$ cat src/rtl/mem_pkg.sv
// Shared types for the banked memory write sequencer.
// Provides the bank address type and the sequencer state encoding.
package mem_pkg;

  localparam int MEM_ADDR_W = 8;

  typedef logic [MEM_ADDR_W-1:0] addr_t;

  typedef enum logic [1:0] {
    IDLE,
    RUN,
    DRAIN
  } wr_state_e;

endpackage

$ cat src/rtl/mem_wr_skew_line.sv
// Skew delay line: SYS_ROW-stage shift register of {en, addr}.
// Ports: clk, rst, in_en/in_addr (row write), tap_en/tap_addr (tap i -> bank i).
module mem_wr_skew_line
  import mem_pkg::*;
#(
  parameter int SYS_ROW    = 16,
  parameter int ADDR_WIDTH = 8
) (
  input  logic                                 clk,
  input  logic                                 rst,
  input  logic                                 in_en,
  input  logic [ADDR_WIDTH-1:0]                in_addr,
  output logic [SYS_ROW-1:0]                   tap_en,
  output logic [SYS_ROW-1:0][ADDR_WIDTH-1:0]   tap_addr
);

  always_ff @(posedge clk or posedge rst) begin
    if (rst) begin
      tap_en   <= '0;
      tap_addr <= '0;
    end else begin
      tap_en[0]   <= in_en;
      tap_addr[0] <= in_addr;
      for (int i = 1; i < SYS_ROW; i++) begin
        tap_en[i]   <= tap_en[i-1];
        tap_addr[i] <= tap_addr[i-1];
      end
    end
  end

endmodule

$ cat src/rtl/mem_wr_sched.sv
// Write address/enable sequencer for banked array memories.
// Ports: start/base_addr/num_row/stride/skew_mode command, in_valid/in_ready
// source handshake, wr_en_out/wr_addr per bank, busy/done status.
// MEM_WR_SKEW_EN builds the skew delay line and honours skew_mode.
module mem_wr_sched
  import mem_pkg::*;
#(
  parameter int SYS_ROW    = 16,
  parameter int ADDR_WIDTH = 8,
  parameter int CNT_WIDTH  = 9
) (
  input  logic                                 clk,
  input  logic                                 rst,
  input  logic                                 start,
  input  logic [ADDR_WIDTH-1:0]                base_addr,
  input  logic [CNT_WIDTH-1:0]                 num_row,
  input  logic [ADDR_WIDTH-1:0]                stride,
  input  logic                                 skew_mode,
  input  logic                                 in_valid,
  output logic                                 in_ready,
  output logic [SYS_ROW-1:0]                   wr_en_out,
  output logic [SYS_ROW-1:0][ADDR_WIDTH-1:0]   wr_addr,
  output logic                                 busy,
  output logic                                 done
);

  wr_state_e             state;
  logic [ADDR_WIDTH-1:0] cur_addr;
  logic [ADDR_WIDTH-1:0] stride_q;
  logic [CNT_WIDTH-1:0]  num_q;
  logic [CNT_WIDTH-1:0]  row_cnt;
  logic                  row_en;
  logic [ADDR_WIDTH-1:0] row_addr;
  logic                  acc;
  logic                  last;
  logic [ADDR_WIDTH-1:0] nxt_addr;

  assign acc      = in_valid & in_ready;
  assign last     = (row_cnt == num_q - CNT_WIDTH'(1));
  // Address forced to zero on idle beats so disabled banks read 0.
  assign nxt_addr = acc ? cur_addr : '0;

`ifdef MEM_WR_SKEW_EN
  localparam int DW = (SYS_ROW > 2) ? $clog2(SYS_ROW) : 1;
  // Last row leaves bank 0 on entry; bank SYS_ROW-1 sees it
  // SYS_ROW-1 edges later.
  localparam int DRAIN_LAST = (SYS_ROW > 1) ? SYS_ROW - 2 : 0;

  logic                                skew_q;
  logic [DW-1:0]                       dcnt;
  logic [SYS_ROW-1:0]                  tap_en;
  logic [SYS_ROW-1:0][ADDR_WIDTH-1:0]  tap_addr;

  mem_wr_skew_line #(
    .SYS_ROW    (SYS_ROW),
    .ADDR_WIDTH (ADDR_WIDTH)
  ) u_skew (
    .clk      (clk),
    .rst      (rst),
    .in_en    (acc),
    .in_addr  (nxt_addr),
    .tap_en   (tap_en),
    .tap_addr (tap_addr)
  );
`else
  logic unused_skew;
  assign unused_skew = skew_mode;
`endif

  always_ff @(posedge clk or posedge rst) begin
    if (rst) begin
      state    <= IDLE;
      in_ready <= 1'b0;
      busy     <= 1'b0;
      done     <= 1'b0;
      cur_addr <= '0;
      stride_q <= '0;
      num_q    <= '0;
      row_cnt  <= '0;
      row_en   <= 1'b0;
      row_addr <= '0;
`ifdef MEM_WR_SKEW_EN
      skew_q   <= 1'b0;
      dcnt     <= '0;
`endif
    end else begin
      done     <= 1'b0;
      row_en   <= acc;
      row_addr <= nxt_addr;
      // busy stays up through the done cycle, drops after it.
      if (done) begin
        busy <= 1'b0;
      end
      unique case (state)
        IDLE: begin
          if (start && !busy) begin
            cur_addr <= base_addr;
            stride_q <= stride;
            num_q    <= num_row;
            row_cnt  <= '0;
            busy     <= 1'b1;
`ifdef MEM_WR_SKEW_EN
            skew_q   <= skew_mode;
`endif
            if (num_row == '0) begin
              done <= 1'b1;
            end else begin
              state    <= RUN;
              in_ready <= 1'b1;
            end
          end
        end
        RUN: begin
          if (acc) begin
            cur_addr <= cur_addr + stride_q;
            row_cnt  <= row_cnt + CNT_WIDTH'(1);
            if (last) begin
              in_ready <= 1'b0;
`ifdef MEM_WR_SKEW_EN
              if (skew_q) begin
                state <= DRAIN;
                dcnt  <= '0;
              end else begin
                state <= IDLE;
                done  <= 1'b1;
              end
`else
              state <= IDLE;
              done  <= 1'b1;
`endif
            end
          end
        end
`ifdef MEM_WR_SKEW_EN
        DRAIN: begin
          if (dcnt == DW'(DRAIN_LAST)) begin
            state <= IDLE;
            done  <= 1'b1;
          end else begin
            dcnt <= dcnt + DW'(1);
          end
        end
`endif
        default: begin
          state <= IDLE;
        end
      endcase
    end
  end

`ifdef MEM_WR_SKEW_EN
  always_comb begin
    wr_en_out = '0;
    wr_addr   = '0;
    if (skew_q) begin
      wr_en_out = tap_en;
      wr_addr   = tap_addr;
    end else begin
      for (int i = 0; i < SYS_ROW; i++) begin
        wr_en_out[i] = row_en;
        wr_addr[i]   = row_addr;
      end
    end
  end
`else
  always_comb begin
    wr_en_out = '0;
    wr_addr   = '0;
    for (int i = 0; i < SYS_ROW; i++) begin
      wr_en_out[i] = row_en;
      wr_addr[i]   = row_addr;
    end
  end
`endif

endmodule

$ cat config.mk
export PLATFORM = sky130hd
export DESIGN_NAME = mem_wr_sched
export DESIGN_NICKNAME = d
export VERILOG_FILES = /design/src/rtl/mem_pkg.sv /design/src/rtl/mem_wr_skew_line.sv /design/src/rtl/mem_wr_sched.sv
export SDC_FILE = /design/constraint.sdc
export NUM_CORES = 1
export LEC_CHECK = 0
export BUFFER_PORTS_ARGS = -buffer_cell sky130_fd_sc_hd__buf_2
export CORE_ASPECT_RATIO = 0.8
export CORE_MARGIN = 10
export CORE_UTILIZATION = 43
export CTS_BUF_LIST = sky130_fd_sc_hd__clkbuf_4 sky130_fd_sc_hd__clkbuf_8
export DETAILED_ROUTE_END_ITERATION = 10
export PLACE_DENSITY = 0.89
export SLEW_MARGIN = 20
export SYNTH_ARGS = -nofsm -noshare
export SYNTH_HDL_FRONTEND = slang
export SYNTH_SLANG_ARGS = --single-unit
$ cat constraint.sdc
create_clock -name clk -period 1.6 [get_ports clk]
set_clock_uncertainty 0.05 [all_clocks]
set_input_delay 0.32 -clock clk [delete_from_list [all_inputs] [get_ports clk]]
set_output_delay 0.32 -clock clk [all_outputs]
set_load 0.05 [all_outputs]
=== After elaboration in Yosys (flattened, before gate mapping) ===
Index checks and enable logic that the tools add are counted.
W data, S select, Z words.

* Flip-flop bits (word level): 48
* Input bits: 30
* Output and inout bits: 147
* Logic and storage cells: 54

* Add/subtract/negate cells: 3
* Eq/ne operators: 6
* Muxes and demuxes: 25
* Bitwise logic cells: 1
* Reductions and logical operators: 9

{| class="wikitable"
|+ Operator list
! cell !! count
|-
| $mux W8 || 3
|-
| $mux W9 || 2
|-
| $pmux W9 S2 || 1
|-
| $pmux W8 S2 || 1
|-
| $mux W1 || 11
|-
| $add A9 B1 Y9 const B || 1
|-
| $eq A9 B9 Y1 || 1
|-
| $logic_not A9 Y1 || 1
|-
| $sub A9 B1 Y9 const B || 1
|-
| $add A8 B8 Y8 || 1
|-
| $mux W2 || 4
|-
| $ne A2 B2 Y1 const B || 4
|-
| $reduce_and A5 Y1 || 1
|-
| $pmux W1 S2 || 2
|-
| $pmux W2 S2 || 1
|-
| $reduce_and A4 Y1 || 1
|-
| $reduce_and A3 Y1 || 1
|-
| $eq A2 B1 Y1 const B || 1
|-
| $logic_not A2 Y1 || 1
|-
| $reduce_and A2 Y1 || 1
|-
| $reduce_bool A2 Y1 || 1
|-
| $and A1 B1 Y1 || 1
|-
| $logic_and A1 B1 Y1 || 1
|-
| $logic_not A1 Y1 || 1
|}

=== Depth between registers and ports, before layout ===
* Depth in word-level cells: 5
* Mapped depth: 8
* Mapped depth without buffers: 8

=== Least setup slack after synthesis ===
Ideal clock, no wire load.

* Path type: reg-to-reg
* Start: reg in_ready
* End: reg cur_addr[4]
* Data arrival time: 1.805 ns
* Data required time: 1.424 ns
* Setup slack: -0.381 ns
* Stages on the path, launching flop included: 7
* Period minus slack after synthesis: 1.981 ns
* Cells stage by stage: dfrtp_1 -> buf_2 -> or3b_2 -> clkbuf_1 -> nand2_1 -> a21oi_1 -> a221o_1

* Longest elaborated chain between the ends: 3

{| class="wikitable"
|+ Ends and longest elaborated chain
! element !! line !! RTL
|-
| start, declared || mem_wr_sched.sv:20 || <nowiki>output logic in_ready,</nowiki>
|-
| start signal, assigned || mem_wr_sched.sv:73 || <nowiki>in_ready <= 1'b0;</nowiki>
|-
| start signal, assigned || mem_wr_sched.sv:109 || <nowiki>in_ready <= 1'b1;</nowiki>
|-
| start signal, assigned || mem_wr_sched.sv:118 || <nowiki>in_ready <= 1'b0;</nowiki>
|-
| $and A1 B1 Y1 || mem_wr_sched.sv:38 || <nowiki>assign acc = in_valid & in_ready;</nowiki>
|-
| $ne A2 B2 Y1 (no source line) || -- ||
|-
| $reduce_and A3 Y1 (no source line) || -- ||
|-
| end signal, assigned || mem_wr_sched.sv:97 || <nowiki>cur_addr <= base_addr;</nowiki>
|-
| end signal, assigned || mem_wr_sched.sv:115 || <nowiki>cur_addr <= cur_addr + stride_q;</nowiki>
|-
| end, declared || mem_wr_sched.sv:28 || <nowiki>logic [ADDR_WIDTH-1:0] cur_addr;</nowiki>
|}

No other way between the ends.
A chain may end at the register's enable or synchronous reset.

=== Worst setup path in the final report ===
* Start: reg cur_addr[0]
* End: reg cur_addr[4]

* Longest elaborated chain between the ends: 3

{| class="wikitable"
|+ Ends and longest elaborated chain
! element !! line !! RTL
|-
| $add A8 B8 Y8 || mem_wr_sched.sv:115 ||
|-
| $mux W8 || mem_wr_sched.sv:114 || <nowiki>if (acc) begin</nowiki>
|-
| $pmux W8 S2 || mem_wr_sched.sv:94 || <nowiki>unique case (state)</nowiki>
|}

No other way between the ends. The select of a mux whose other input is x is not followed.

==> impl_metrics.tcl <==
set metrics [dict create \
    rsz_0062_raised_after_global_routing "yes" \
    grtUsageTotal 0.150 \
    cts.sink_count 46 \
    place.port_buffers 175 \
    postRouteAntennaNets 0 \
    power.ir.vdd_worst_mv 0.815 \
    sequential_share_of_the_synthesized_area 0.331 \
    row_count 29 \
    worstSetupPathType "reg -> reg" \
    fillers 713 \
    worst_tran_pin_value_ps 398 \
    synthTopCellsByArea "dfrtp_1 (33%), buf_4 (29%), nand2_1 (8.0%)" \
    detailroute.via_count 2923 \
    final_net_count 532 \
    clk_root_buffer_cell "clkbuf_8" \
    outcome "finished with violations" \
    post_drt_wl_per_cell_um 16.8 \
    post-place-ws_ps -301 \
    failing_checks "setup timing" \
    endpoint_kind "register" \
    ys_warn_count 0 \
    setup_slack_of_the_most_critical_reg_to_reg_path_ps -280 \
    synth_top_area_frac 0.331 \
    hold_path_end "stride_q[6]" \
    slew_headroom 0.734 \
    floorplan_die_width_um 121 \
    ios 177 \
    finalWorstPathRequiredPeriod_ps 1880 \
    antenna_found_initial 0 \
    cts_inserted_buffers 5 \
    floorplan.die.height_um 100 \
    gpl_wtd_cong 0.924 \
    hpwlAfterDp_um 7600 \
    vias_per_instance 4.86 \
    grt_start_max_net_pins 35 \
    cell_type_contributing_the_most_total_cell_area_after_synthesis "dfrtp_1" \
    dieArea_um2 12100 \
    power_leakage_nw 2.41 \
    count_of_cells_along_the_worst_hold_path 3 \
    synthToLayoutAreaGrowth_pct 18.6 \
    layout.core_utilization 0.521 \
    drv_slew 0 \
    timing.max_cap.violations 0 \
    whs_ps 152 \
    initial_util 0.439 \
    core_area_um2 7910 \
    worst_slack_ps -276 \
    timing.critical_path.from_type "register" \
    synth_cells 409 \
    critical_path_arrival_ps 2020 \
    power-per-cell-area_nw_per_um2 1970 \
    antenna_cells 0 \
    htree_levels 2 \
    ff2ff_path_depth 8 \
    number_of_enable_flip_flop_cells_after_synthesis 0 \
    syn_nets 449 \
    gr-total-overflow 0 \
    clk_pin_slew_worst_paths_ps 90 \
    cp_data_required_time_ps 1750 \
    initialDrtViolationCount 236 \
    layout.cells.most_common "buf_2" \
    drtPass1Iterations 4 \
    clockBufferDepth 2 \
    final-setup-viol-count 62 \
    layout_worst_path_cycle_share 1.17 \
    yosysUniqueCellTypes 44 \
    cts_tree "yes" \
    share_of_post_route_cells_with_drive_strength_above_1 0.562 \
    post_synth.cell_area_avg_um2 8.50 \
    layout_common_cells "buf_2 (174), nand2_1 (71), buf_4 (44), dfrtp_1 (40), o21ai_0 (11)" \
    finalPower_mw 8.14 \
    critical_path.reg2reg.endpoint "cur_addr[4]" \
    synth_top_flop_cell "dfrtp_1" \
    r2r-start "cur_addr[0]" \
    global_route_wire_length_before_repair_um 15100 \
    detail_route.drc_violations 0 \
    netlist_area_um2 3480 \
    critical_path_peak_fanout 3 \
    first_global_vias 2956 \
    max_clock_freq_ghz 0.533 \
    async_reset_ff_frac 1.00 \
    holdCritPathClass "in -> reg" \
    postSynthRegisterBits 46 \
    clock_insertion_delay_worst_skew_ps 310 \
    hp-start "stride[6]" \
    finalHoldViolCount 0 \
    drt-total-wl_um 10100 \
]
==> registers in the layout, indices dropped and copies added, names as in the netlist <==
| signal | cells |
|---|---|
| num_q | 9 |
| row_en | 1 |
| busy | 1 |
| in_ready | 1 |
| done | 1 |
| row_addr | 8 |
| cur_addr | 8 |
| row_cnt | 9 |
| stride_q | 8 |
==> report_power, final <==
part           total, mW  internal, mW  switching (mW)
clock              0.771         0.366           0.404
combinational       5.53          1.83            3.70
sequential          1.84          1.44           0.395
==> worst max-delay path, stage by stage (launching register included) <==
cell	delay [ps]
dfrtp_1	360
ha_2	190
inv_2	40
fa_2	350
nor2b_2	150
o21ai_2	60
nand2b_1	160
xor2_1	110
a221o_1	300
==> what timing repair did <==
item                                    CTS  global route
pin swaps                                 9            13
gates resized for setup                  12            29
endpoints found under the setup margin   87           140
setup buffers                             6             6
endpoints found under the hold margin    12             0
hold buffers                              1             0
gates cloned                              0             0
==> layer usage <==
layer	global-route usage	vias up	share of wire
li1	-	1380	-
met1	0.156	1357	0.36
met2	0.265	166	0.50
met3	0.0639	20	0.12
met4	0.0528	0	0.023
met5	0	-	0
==> through the flow <==
stage / cell area, µm² / setup TNS, ps / std cells
final: 4120 / -1980 / 601
after detailed placement: 3750 / -1460 / 580
after global placement: 3750 / -695 / 580
after global routing: 4120 / -8730 / 601
after floorplan: 3550 / -962 / 409
after CTS: 3950 / -4090 / 595
==> worst max path at each step <==
stage / startpoint / end / slack, ps / depth (start not counted)
after CTS: cur_addr[0] / cur_addr[4] / -280 / 8
after global placement: cur_addr[0] / cur_addr[4] / -170 / 8
final: cur_addr[0] / cur_addr[4] / -280 / 8
after detailed placement: cur_addr[0] / cur_addr[4] / -300 / 8
after global routing: stride_q[0] / cur_addr[4] / -360 / 8
after floorplan: cur_addr[0] / cur_addr[4] / -110 / 8
==> synth_stat cells (6+ instances only) <==
cell type / n
nand3_1: 10
a21oi_1: 13
dfrtp_1: 46
nor2_1: 11
o21ai_0: 17
inv_1: 9
buf_4: 136
xnor2_1: 8
mux2i_1: 6
and3_1: 9
ha_1: 9
clkbuf_1: 9
nand2_1: 74
xor2_1: 8
==> cell type report <==
class	count	area, µm²	area share
clock inverters	1	5.00	0.00121
multi-input cells	206	1430	0.348
well taps	108	135	0.0328
inverters	10	38.8	0.00941
flip-flops and latches	46	1160	0.281
clock buffers	7	90.1	0.0219
repair buffers	223	1260	0.306
==> kinds of logic after synthesis <==
logic type | Yosys count | synth area share
buffers and inverters | 157 | 0.317
AND/OR/NAND/NOR | 126 | 0.171
AO/OA/AOI/OAI | 48 | 0.0850
flip-flops | 46 | 0.331
XOR/XNOR | 16 | 0.0403
adder cells (fa/ha/maj) | 10 | 0.0382
multiplexers | 6 | 0.0173
No activity file was read; power rests on OpenSTA's default activity.
